--- src/rtl/leaf_seed_expand_pkg.sv ---
// Shared constants, state encoding and sizing helpers for the leaf seed
// expander that turns tree leaves into per-leaf XOF output streams.
package leaf_seed_expand_pkg;

    typedef enum logic [2:0] {
        S_IDLE,
        S_START,
        S_STREAM,
        S_FDONE,
        S_WACK,
        S_DONE
    } state_t;

    function automatic int lambda_of(input logic [15:0] ps);
        case (ps)
            "L3":    return 192;
            "L5":    return 256;
            default: return 128;
        endcase
    endfunction

    function automatic int words_of(input int bits);
        return bits / 32;
    endfunction

    // Leaves are the last level of a heap-ordered binary tree.
    function automatic int leaf_base_node(input int d);
        return (1 << d) - 1;
    endfunction

endpackage

--- src/rtl/leaf_seed_expand.sv ---
// Walks every tree leaf in order, hashes salt||leaf_seed through the shared
// XOF and forwards the expanded words, tagged by leaf, downstream.
module leaf_seed_expand
    import leaf_seed_expand_pkg::*;
#(
    parameter logic [15:0] PARAMETER_SET = "L1",
    parameter int SEED_SIZE    = lambda_of(PARAMETER_SET),
    parameter int SALT_SIZE    = 2 * lambda_of(PARAMETER_SET),
    parameter int D_HYPERCUBE  = 8,
    parameter int OUT_SIZE     = 1024,
    parameter int TREEPRG_SIZE = SEED_SIZE * (2 ** (D_HYPERCUBE + 1)) + SEED_SIZE,
    localparam int SA_W = $clog2(SALT_SIZE / 32),
    localparam int TA_W = $clog2(TREEPRG_SIZE / 32),
    localparam int HA_W = $clog2((SEED_SIZE + SALT_SIZE) / 32)
) (
    input  logic                   i_clk,
    input  logic                   i_rst,
    input  logic                   i_start,
    output logic                   o_done,
    output logic                   o_busy,
    output logic [SA_W-1:0]        o_salt_addr,
    output logic                   o_salt_rd,
    input  logic [31:0]            i_salt,
    output logic [TA_W-1:0]        o_seed_e_addr,
    output logic                   o_seed_e_rd,
    input  logic [31:0]            i_seed_e,
    output logic [31:0]            o_hash_data_in,
    input  logic [HA_W-1:0]        i_hash_addr,
    input  logic                   i_hash_rd_en,
    output logic [31:0]            o_hash_input_length,
    output logic [31:0]            o_hash_output_length,
    output logic                   o_hash_start,
    input  logic [31:0]            i_hash_data_out,
    input  logic                   i_hash_data_out_valid,
    output logic                   o_hash_data_out_ready,
    output logic                   o_hash_force_done,
    input  logic                   i_hash_force_done_ack,
    output logic [31:0]            o_share_data,
    output logic                   o_share_valid,
    input  logic                   i_share_ready,
    output logic [D_HYPERCUBE-1:0] o_share_leaf,
    output logic                   o_share_last
);

    localparam int SALT_W = words_of(SALT_SIZE);
    localparam int SEED_W = words_of(SEED_SIZE);
    localparam int NWORDS = words_of(OUT_SIZE);
    localparam int LC_W   = D_HYPERCUBE + 1;
    localparam int WC_W   = $clog2(NWORDS) + 1;
    localparam logic [LC_W-1:0] LAST_LEAF = LC_W'((1 << D_HYPERCUBE) - 1);
    localparam logic [WC_W-1:0] LAST_WORD = WC_W'(NWORDS - 1);

    state_t            state_q;
    logic [LC_W-1:0]   leaf_q;
    logic [WC_W-1:0]   word_q;
    logic              start_q;
    logic              fdone_q;
    logic              done_q;
    logic              busy_q;
    logic [HA_W-1:0]   haddr_q;
    logic              hrd_q;

    logic              in_stream;
    logic              salt_sel;
    logic              xfer;
    logic [TA_W-1:0]   leaf_word_base;

    assign o_hash_input_length  = 32'(SALT_SIZE + SEED_SIZE);
    assign o_hash_output_length = 32'(OUT_SIZE);

    assign salt_sel       = i_hash_addr < HA_W'(SALT_W);
    assign leaf_word_base = TA_W'((leaf_base_node(D_HYPERCUBE) + int'(leaf_q)) * SEED_W);

    assign o_salt_rd     = i_hash_rd_en;
    assign o_seed_e_rd   = i_hash_rd_en;
    assign o_salt_addr   = (i_hash_rd_en && salt_sel) ? SA_W'(i_hash_addr) : '0;
    assign o_seed_e_addr = (i_hash_rd_en && !salt_sel)
                         ? leaf_word_base + TA_W'(i_hash_addr) - TA_W'(SALT_W)
                         : '0;

    // Memories answer one cycle after the address, so steer on the delayed address.
    assign o_hash_data_in = !hrd_q ? '0
                          : (haddr_q < HA_W'(SALT_W)) ? i_salt : i_seed_e;

    assign in_stream             = state_q == S_STREAM;
    assign o_share_valid         = in_stream && i_hash_data_out_valid;
    assign o_hash_data_out_ready = in_stream && i_share_ready;
    assign o_share_data          = in_stream ? i_hash_data_out : '0;
    assign o_share_last          = o_share_valid && (word_q == LAST_WORD);
    assign o_share_leaf          = busy_q ? leaf_q[D_HYPERCUBE-1:0] : '0;
    assign xfer                  = o_share_valid && i_share_ready;

    assign o_hash_start      = start_q;
    assign o_hash_force_done = fdone_q;
    assign o_done            = done_q;
    assign o_busy            = busy_q;

    always_ff @(posedge i_clk) begin
        if (i_rst) begin
            haddr_q <= '0;
            hrd_q   <= 1'b0;
        end else begin
            haddr_q <= i_hash_addr;
            hrd_q   <= i_hash_rd_en;
        end
    end

    always_ff @(posedge i_clk) begin
        if (i_rst) begin
            state_q <= S_IDLE;
            leaf_q  <= '0;
            word_q  <= '0;
            start_q <= 1'b0;
            fdone_q <= 1'b0;
            done_q  <= 1'b0;
            busy_q  <= 1'b0;
        end else begin
            start_q <= 1'b0;
            fdone_q <= 1'b0;
            done_q  <= 1'b0;
            case (state_q)
                S_IDLE: begin
                    if (i_start) begin
                        leaf_q  <= '0;
                        word_q  <= '0;
                        start_q <= 1'b1;
                        busy_q  <= 1'b1;
                        state_q <= S_START;
                    end
                end
                S_START: begin
                    word_q  <= '0;
                    state_q <= S_STREAM;
                end
                S_STREAM: begin
                    if (xfer) begin
                        word_q <= word_q + WC_W'(1);
                        if (word_q == LAST_WORD) begin
                            fdone_q <= 1'b1;
                            state_q <= S_FDONE;
                        end
                    end
                end
                S_FDONE: state_q <= S_WACK;
                S_WACK: begin
                    if (i_hash_force_done_ack) begin
                        if (leaf_q == LAST_LEAF) begin
                            done_q  <= 1'b1;
                            state_q <= S_DONE;
                        end else begin
                            leaf_q  <= leaf_q + LC_W'(1);
                            start_q <= 1'b1;
                            state_q <= S_START;
                        end
                    end
                end
                S_DONE: begin
                    busy_q  <= 1'b0;
                    state_q <= S_IDLE;
                end
                default: state_q <= S_IDLE;
            endcase
        end
    end

endmodule

--- config.mk ---
export PLATFORM = sky130hd
export DESIGN_NAME = leaf_seed_expand
export DESIGN_NICKNAME = d
export VERILOG_FILES = /design/src/rtl/leaf_seed_expand_pkg.sv /design/src/rtl/leaf_seed_expand.sv
export SDC_FILE = /design/constraint.sdc
export NUM_CORES = 1
export LEC_CHECK = 0
export ABC_CLOCK_PERIOD_IN_PS = 5500
export CORE_MARGIN = 10
export CORE_UTILIZATION = 36
export CTS_CLUSTER_DIAMETER = 50
export DETAILED_ROUTE_END_ITERATION = 12
export GPL_TIMING_DRIVEN = 0
export PLACE_DENSITY = 0.88
export SYNTH_ARGS = -nofsm -noshare
export SYNTH_HDL_FRONTEND = slang
export SYNTH_SLANG_ARGS = --single-unit
--- constraint.sdc ---
create_clock -name i_clk -period 5.5 [get_ports i_clk]
set_input_delay 1.1 -clock i_clk [delete_from_list [all_inputs] [get_ports i_clk]]
set_output_delay 1.1 -clock i_clk [all_outputs]
set_load 0.02 [all_outputs]
==> summary.md, run 1 <==
| Metric | Value |
|---|---|
| Outcome | finished, final reports clean |
| Final Hold Violating Endpoints | 0 |
| Top-level port count | ~270 |
| Pint | 0.5363 mW |
| Number of clock buffers inserted by TritonCTS | 3 |
| Largest net degree at the start of global routing | 15 |
| Element type at the critical path end | output pin |
| Clock tree from TritonCTS | built |
| Die Outline Area | ~13000 um^2 |
| Maximum clock frequency | between 150 and 200 MHz |
| Number of vias per cell after detailed routing | roughly 4.6 |
| Minimum hold slack | between 0.5 and 0.6 ns |
| First-pass GRT wire length | a little under 20000 um |
| Slew Limit Headroom | 53.56% |
| Pin slew with the least headroom to its limit | roughly 0.70 ns |
| List of cells traversed by the critical path | dlymetal6s2s_1 -> inv_1 -> ha_1 -> inv_1 -> ha_1 -> fa_1 -> nand2_1 -> o21ai_0 -> a221o_1 -> o2111ai_1 -> a21bo_1 -> clkdlybuf4s50_1 |
| Clock latency at the later pin of the worst-skew pair | roughly 0.27 ns |
| Total Routed Length | 12980 um |
| Fraction of layout cells with a size suffix above 1 | 11.87% |
| Detailed-router iteration count before antenna repair | 4 |
| Summed instance area of the synthesized netlist | 3237 um^2 |
| Clock transition at the registers of the reported paths | about 0.080 ns |
| Die height | 114.8 um |
| Standard-cell row count | 34 |
| Worst clock skew | ~0.0068 ns |
| Total half-perimeter wirelength after legalization and detailed placement | ~11000 um |
| Antenna Diode Count | 0 |
| Worst stage delay on the critical path | 0.54 ns |
| Distinct cell type count of the synthesized netlist | 51 |
| CP max FO | 9 |
| Post-Route Utilization | about two thirds |
| Number of maximum-capacitance violations | 0 |
| Number of DRC violations after detailed-routing iteration 0 | between 200 and 250 |
| Vias in the first global route | 3764 |
| CP max stage cell | sky130_fd_sc_hd__clkdlybuf4s50_1 |
| Routability-driven placement congestion ratio | around 0.83 |
| CP Launch Type | input pin |
| Antenna violations before repair | 0 |
| Ys flop type | sky130_fd_sc_hd__dfxtp_1 |
| Final slew viol count | 0 |
| Routed WL per cell | ~16 um |
| Final critical-path setup slack | roughly 0.39 ns |
| Synthesized netlist cell count | between 400 and 500 |
| Worst slack, placed | just under 0.03 ns |
| Total power divided by cell area | about 150 nW/um^2 |
| Post-synthesis area per instance | ~7.5 um^2 |
| Crit path arrival time | 4.01 ns |
| Vias | between 3000 and 4000 |
| CTS root buf | sky130_fd_sc_hd__clkbuf_8 |
| Reg power frac | about 22% |
| Worst hold-check path type | reg -> reg |
| Area of the core | ~8700 um^2 |
| Total Power | between 0.8 and 0.9 mW |
| Area added between synthesis and finish | 76.11% |
| Largest voltage drop on the vdd net | 0.09958 mV |
| Horizontal die dimension | roughly 110 um |
| Switching part of the total | a little over a third |
| Number of warning messages in the yosys log | 0 |
| Setup slack on the worst flop-to-flop path | 2.63 ns |
| Number of buffers inserted by port buffering | ~200 |
| Global-route usage over all layers | 18.12% |
| Post-synthesis sequential area ratio | 14.84% |
| Maximum level of the CTS H-tree | 1 |
| Hold_buf cts | 0 |
| Clock sinks | 24 |
| Starting Density | between 30 and 40% |
| Part of the total power dissipated in the clock network | between 10% and 20% |
| Post-route DRC violation count | 0 |
| # fillers | a little over 700 |
| Number of buffers on the longest clock path | 2 |
| Worst Setup Path Type | in -> out |
| Count of flip-flops with a built-in enable after synthesis | 0 |
| Leakage power figure | 2.507 nW |
| Crit path time final | 5.112 ns |
| Sum of negative setup slack | 0 ns |
| Post-synthesis sequential element count | 24 |
| Portion of total power attributed to combinational logic | about three fifths |
| Final period utilization | approximately 93% |
| Synth async-reset ratio | 0% |
| Number of failing setup endpoints in the final timing report | 0 |
| Final #Nets | 821 |
| RSZ-0062 raised after global routing | no |
| Net switching power | between 0.3 and 0.4 mW |
| Overflow left after global routing | 0 |
| Count of antenna-violating nets left after detailed routing | 0 |
| Required time worst endpoint | between 4 and 5 ns |
[metrics by stage]
step | instances | area [um^2]
2_1_floorplan | 493 | 3470
3_3_place_gp | 803 | 5627
3_5_place_dp | 803 | 5627
4_1_cts | 807 | 5698
5_1_grt | 807 | 5700
6_report | 807 | 5700
[cell usage after synthesis, drive strengths merged, types with 2 or more instances]
cell type	count	area share, %
a21o	3	0.70
a21oi	16	2.5
and2	45	8.7
and3	5	0.97
buf	75	17
clkbuf	15	1.7
conb	2	0.23
dfxtp	24	15
ha	13	5.0
inv	18	2.1
mux2	2	0.70
mux2i	34	11
nand2	17	2.0
nand2b	4	0.77
nand3	6	0.93
nand4	4	0.77
nor2	29	3.4
nor2b	37	7.2
nor3	9	1.4
nor3b	3	0.85
nor4	3	0.58
o211a	2	0.62
o21a	2	0.46
o21ai	6	0.93
o21bai	5	1.2
o31ai	2	0.46
or3	4	0.77
or3b	2	0.54
xnor2	19	5.1
xor2	10	2.7
[worst max-delay path, delay by kind of cell]
family | cells | cell delay (ns)
buffers and inverters | 4 | 0.95
AOI/OAI and AO/OA | 4 | 0.95
adders and majority gates | 3 | 0.91
and+or+nand+nor | 1 | 0.09
[worst paths after layout]
path                       end            from  cells after the start
max          o_seed_e_addr[11]  i_hash_addr[3]                     12
min                  word_q[5]       word_q[5]                      2
max reg2reg          leaf_q[6]       leaf_q[4]                     12
min reg2reg          word_q[5]       word_q[5]                      2
[repair_timing]
item / in CTS / in global routing
endpoints found under the setup margin: 0 / 2
buffers inserted: 0 / 0
resized for setup: 0 / 1
[per-layer routing]
layer,vias to the layer above,GRT usage [%],wire [um]
li1,1824,-,-
met1,1649,17.15,4294
met2,200,34.01,6714
met3,15,9.323,1765
met4,0,3.960,201
met5,-,0,0
[state kept, by name (all words and copies together), names as in the netlist]
name	count
leaf_q	9
o_hash_start	1
haddr_q	1
state_q	3
o_busy	1
o_hash_force_done	1
hrd_q	1
word_q	6
o_done	1
[layout make-up]
class	count	area (um^2)	share of cell area, %
multi-input cells	361	2317	40.65
repair buffers	202	2024	35.51
plain buffers	90	604.3	10.60
flip-flops and latches	24	480.5	8.428
well taps	108	135.1	2.371
inverters	18	67.56	1.185
clock buffers	3	41.29	0.7243
clock inverters	1	30.03	0.5268
[cell usage in the layout (no fill, tap or decap), drive strengths merged, types with 3 or more instances in the layout]
master / instances
clkdlybuf4s50: 201
buf: 75
conb: 64
and2: 45
nor2b: 37
mux2i: 34
nor2: 29
dfxtp: 24
xnor2: 19
inv: 18
clkbuf: 18
nand2: 17
a21oi: 16
ha: 13
xor2: 10
nor3: 9
nand3: 6
o21ai: 6
o21bai: 5
and3: 5
nand2b: 4
or3: 4
nand4: 4
nor4: 3
a21o: 3
nor3b: 3
[cells by family after synthesis]
kind of cell	after synthesis	share of synthesized area (%)
flops	24	14.84
mux	36	11.21
buf+inv	108	20.76
xor+xnor	29	7.847
compound gates	46	9.587
fa+ha+maj	14	5.644
simple gates	172	29.88
other cells	2	0.2320
[power by group through the flow]
| stage | combinational, mW | sequential [mW] | clock [mW] |
|---|---|---|---|
| finish | 0.504 | 0.186 | 0.153 |
| global route | 0.546 | 0.187 | 0.165 |
| CTS | 0.501 | 0.186 | 0.156 |
| detailed placement | 0.499 | 0.190 | 0 |
| global placement | 0.488 | 0.190 | 0 |
| floorplan | 0.303 | 0.190 | 0 |
No activity file was read; power rests on OpenSTA's default activity.
==> run 2: changes to the inputs <==
--- a/config.mk
+++ b/config.mk
@@ -6,12 +6,12 @@
 export NUM_CORES = 1
 export LEC_CHECK = 0
 export ABC_CLOCK_PERIOD_IN_PS = 5500
-export CORE_MARGIN = 10
-export CORE_UTILIZATION = 36
+export CORE_AREA = 2 2 104 106
 export CTS_CLUSTER_DIAMETER = 50
 export DETAILED_ROUTE_END_ITERATION = 12
+export DIE_AREA = 0 0 106 108
 export GPL_TIMING_DRIVEN = 0
-export PLACE_DENSITY = 0.88
+export PLACE_DENSITY = 0.78
 export SYNTH_ARGS = -nofsm -noshare
 export SYNTH_HDL_FRONTEND = slang
 export SYNTH_SLANG_ARGS = --single-unit
==> run 2 against run 1 <==
  * Setup slack improved by 0.052 ns
  * Cell count up 3.5%
  * Hold slack got worse by 0.024 ns
  * Die area is 13% lower
  * Non-clock buffer count stayed put
  * First-iteration DRC count fell by 30%
  * Global-route usage decreased by 0.92 points
  * Power down 0.12%
==> summary.md, run 2 (synthesized netlist as in run 1, its figures left out) <==
| Metric | Value |
|---|---|
| Outcome | finished, final reports clean |
| Clock transition at the registers of the reported paths | 0.09 ns (about the same) |
| Fraction of layout cells with a size suffix above 1 | 11.87% (unchanged) |
| Clock latency at the later pin of the worst-skew pair | 0.27 ns (about the same) |
| Registers with the most flip-flops | leaf_q (9), word_q (6), state_q (3) |
| Top library cells by usage in the layout, fill and taps aside | 201 x sky130_fd_sc_hd__clkdlybuf4s50_1, 68 x sky130_fd_sc_hd__buf_4, 64 x sky130_fd_sc_hd__conb_1 |
| Horizontal die dimension | 106 um (-7.7%) |
| CP Launch Type | input pin |
| Largest net degree at the start of global routing | 15 (unchanged) |
| Largest register FFs | 9 (unchanged) |
| Count of antenna-violating nets left after detailed routing | 0 (unchanged) |
| Total power divided by cell area | 146.9 nW/um^2 (-0.73%) |
| Top-level port count | 267 (unchanged) |
| Total placed instance area | 5662 um^2 (+0.62%) |
| Number of clock buffers inserted by TritonCTS | 3 (unchanged) |
| Maximum clock frequency | 197.6 MHz (+1.0%) |
| List of cells traversed by the critical path | dlymetal6s2s_1 -> inv_1 -> ha_1 -> inv_1 -> ha_1 -> fa_1 -> nand2_1 -> o21ai_0 -> a221o_1 -> o2111ai_1 -> a21bo_1 -> clkdlybuf4s50_1 |
| Leakage power figure | 2.507 nW (unchanged) |
| Number of maximum-capacitance violations | 0 (unchanged) |
| Maximum level of the CTS H-tree | 1 (unchanged) |
| Overflow left after global routing | 0 (unchanged) |
| Final slew viol count | 0 (unchanged) |
| CP max stage cell | sky130_fd_sc_hd__clkdlybuf4s50_1 |
| Largest register by flop count | leaf_q |
| CTS root buf | sky130_fd_sc_hd__clkbuf_8 |
| Post CTS Setup Buffer Count | 0 (unchanged) |
| Clock tree from TritonCTS | built |
| Die Outline Area | 11450 um^2 (-13%) |
| Crit path time final | 5.060 ns (-0.05199 ns) |
| FF-to-FF path depth | 12 (unchanged) |
| Largest voltage drop on the vdd net | 0.1072 mV (+7.7%) |
| Slew Limit Headroom | 53.25% (-0.31 points) |
| Launch point of the worst reg-to-reg path | leaf_q[4] |
| Switching part of the total | 36.36% (-0.056 points) |
| Vias in the first global route | 3384 (-10%) |
| Critical path depth | 12 (unchanged) |
| Area of the core | 10230 um^2 (+17%) |
| Post-Route Utilization | 56.06% (-9.3 points) |
| Layout Cell Area excl Fill | 5736 um^2 (+0.61%) |
| Clock sinks | 24 (unchanged) |
| Pint | 0.5362 mW (about the same) |
| Number of buffers on the longest clock path | 2 (unchanged) |
| Die height | 108 um (-5.9%) |
| Routability-driven placement congestion ratio | 0.8632 (+3.5%) |
| Cell type group with the largest total delay on the critical path | compound AO/OA/AOI/OAI gates |
| Number of DRC violations after detailed-routing iteration 0 | 149 (-30%) |
| Crit path arrival time | 3.96 ns (-0.05 ns) |
| Most common library cell in the layout ignoring fill and taps | sky130_fd_sc_hd__clkdlybuf4s50_1 |
| Hold path startpoint | word_q[5] |
| Antenna violations before repair | 0 (unchanged) |
| Vias | 3620 (-1.8%) |
| Post-route DRC violation count | 0 (unchanged) |
| Worst Setup Path Type | in -> out |
| Routed WL per cell | 12.98 um (-19%) |
| Worst clock skew | 0.008690 ns (+0.001903 ns) |
| RSZ-0062 raised after global routing | no |
| Starting Density | 31.64% (-5.5 points) |
| Element type at the critical path end | output pin |
| Required time worst endpoint | 4.40 ns (about the same) |
| Pin slew with the least headroom to its limit | 0.7012 ns (+0.004684 ns) |
| Sum of negative setup slack | 0 ns (unchanged) |
| Detailed-router iteration count before antenna repair | 4 (unchanged) |
| Min-Delay Path Depth | 2 (unchanged) |
| Number of vias per cell after detailed routing | 4.335 (-5.1%) |
| Global-route usage over all layers | 17.19% (-0.92 points) |
| Net switching power | 0.3063 mW (-0.27%) |
| Critical path origin | i_hash_addr[3] |
| Number of failing setup endpoints in the final timing report | 0 (unchanged) |
| Number of buffers inserted by port buffering | 202 (unchanged) |
| Final Hold Violating Endpoints | 0 (unchanged) |
| Total Routed Length | 10840 um (-16%) |
| Final period utilization | 92.00% (-0.95 points) |
| Antenna Diode Count | 0 (unchanged) |
| Area added between synthesis and finish | 77.19% |
| First-pass GRT wire length | 15990 um (-19%) |
| Worst stage delay on the critical path | 0.53 ns (about the same) |
| Worst path bufs/invs | 4 (unchanged) |
| # fillers | 946 (+31%) |
| Total half-perimeter wirelength after legalization and detailed placement | 9327 um (-19%) |
| Hold_buf cts | 0 (unchanged) |
| Part of the total power dissipated in the clock network | 18.6% (+0.4 points) |
| Reg power frac | 22.1% (about the same) |
| Final #Nets | 821 (unchanged) |
| Standard-cell row count | 37 (+8.8%) |
| Portion of total power attributed to combinational logic | 59.4% (-0.3 points) |
| CP max FO | 9 (unchanged) |
| Worst hold-check path type | reg -> reg |
-- run 2: cell counts in the layout (fill, tap and decap cells not counted) --
No cell type changed its count.
-- run 2: path summary, 6_finish.rpt --
check / slack, ns / endpoint
min: 0.50 / word_q[5]
min reg2reg: 0.50 / word_q[5]
max reg2reg: 2.61 / leaf_q[6]
max: 0.44 / o_seed_e_addr[11]
-- run 2: metrics by stage --
| step | cells | total power [mW] | hold slack [ns] | setup slack [ns] |
|---|---|---|---|---|
| floorplan | 493 | 0.4925 | 0.4583 | 1.405 |
| global placement | 831 | 0.6799 | 0.4730 | 0.1233 |
| detailed placement | 831 | 0.6875 | 0.4898 | 0.09248 |
| CTS | 835 | 0.8441 | 0.5033 | 0.07406 |
| global route | 835 | 0.8914 | 0.5321 | 0.3289 |
| finish | 835 | 0.8425 | 0.5048 | 0.4402 |
-- run 2: final cells by class --
cell class	count	area, um^2	area share [%]
Clock inverter	1	30.03	0.5236
Clock buffer	3	41.29	0.7199
Buffer	90	604.3	10.54
Multi-Input combinational cell	361	2317	40.40
Inverter	18	67.56	1.178
Timing Repair Buffer	202	2024	35.30
Sequential cell	24	480.5	8.377
Tap cell	136	170.2	2.967
-- run 2: timing repair --
action	in CTS	in global routing
hold endpoints to repair	0	0
resized for setup	0	1
setup endpoints to repair	0	1
-- run 2: worst min-delay path, cell delays in order (launching register included) --
cell and delay (ns):
sky130_fd_sc_hd__dfxtp_1 0.33, sky130_fd_sc_hd__o21ai_0 0.08, sky130_fd_sc_hd__a21oi_1 0.06
-- run 2: per-layer routing --
metal  GRT usage [%]  vias up  share of wire (%)
li1                -     1831                  -
met1           18.36     1599                 38
met2           33.87      184                 52
met3           4.581        6                9.3
met4           3.477        0                1.0
met5               0        -                  0
-- run 2: power groups by stage --
stage | clock [mW] | sequential [mW] | combinational (mW)
floorplan | 0 | 0.190 | 0.303
global placement | 0 | 0.190 | 0.490
detailed placement | 0 | 0.190 | 0.498
CTS | 0.159 | 0.186 | 0.499
global route | 0.165 | 0.187 | 0.540
finish | 0.156 | 0.186 | 0.500
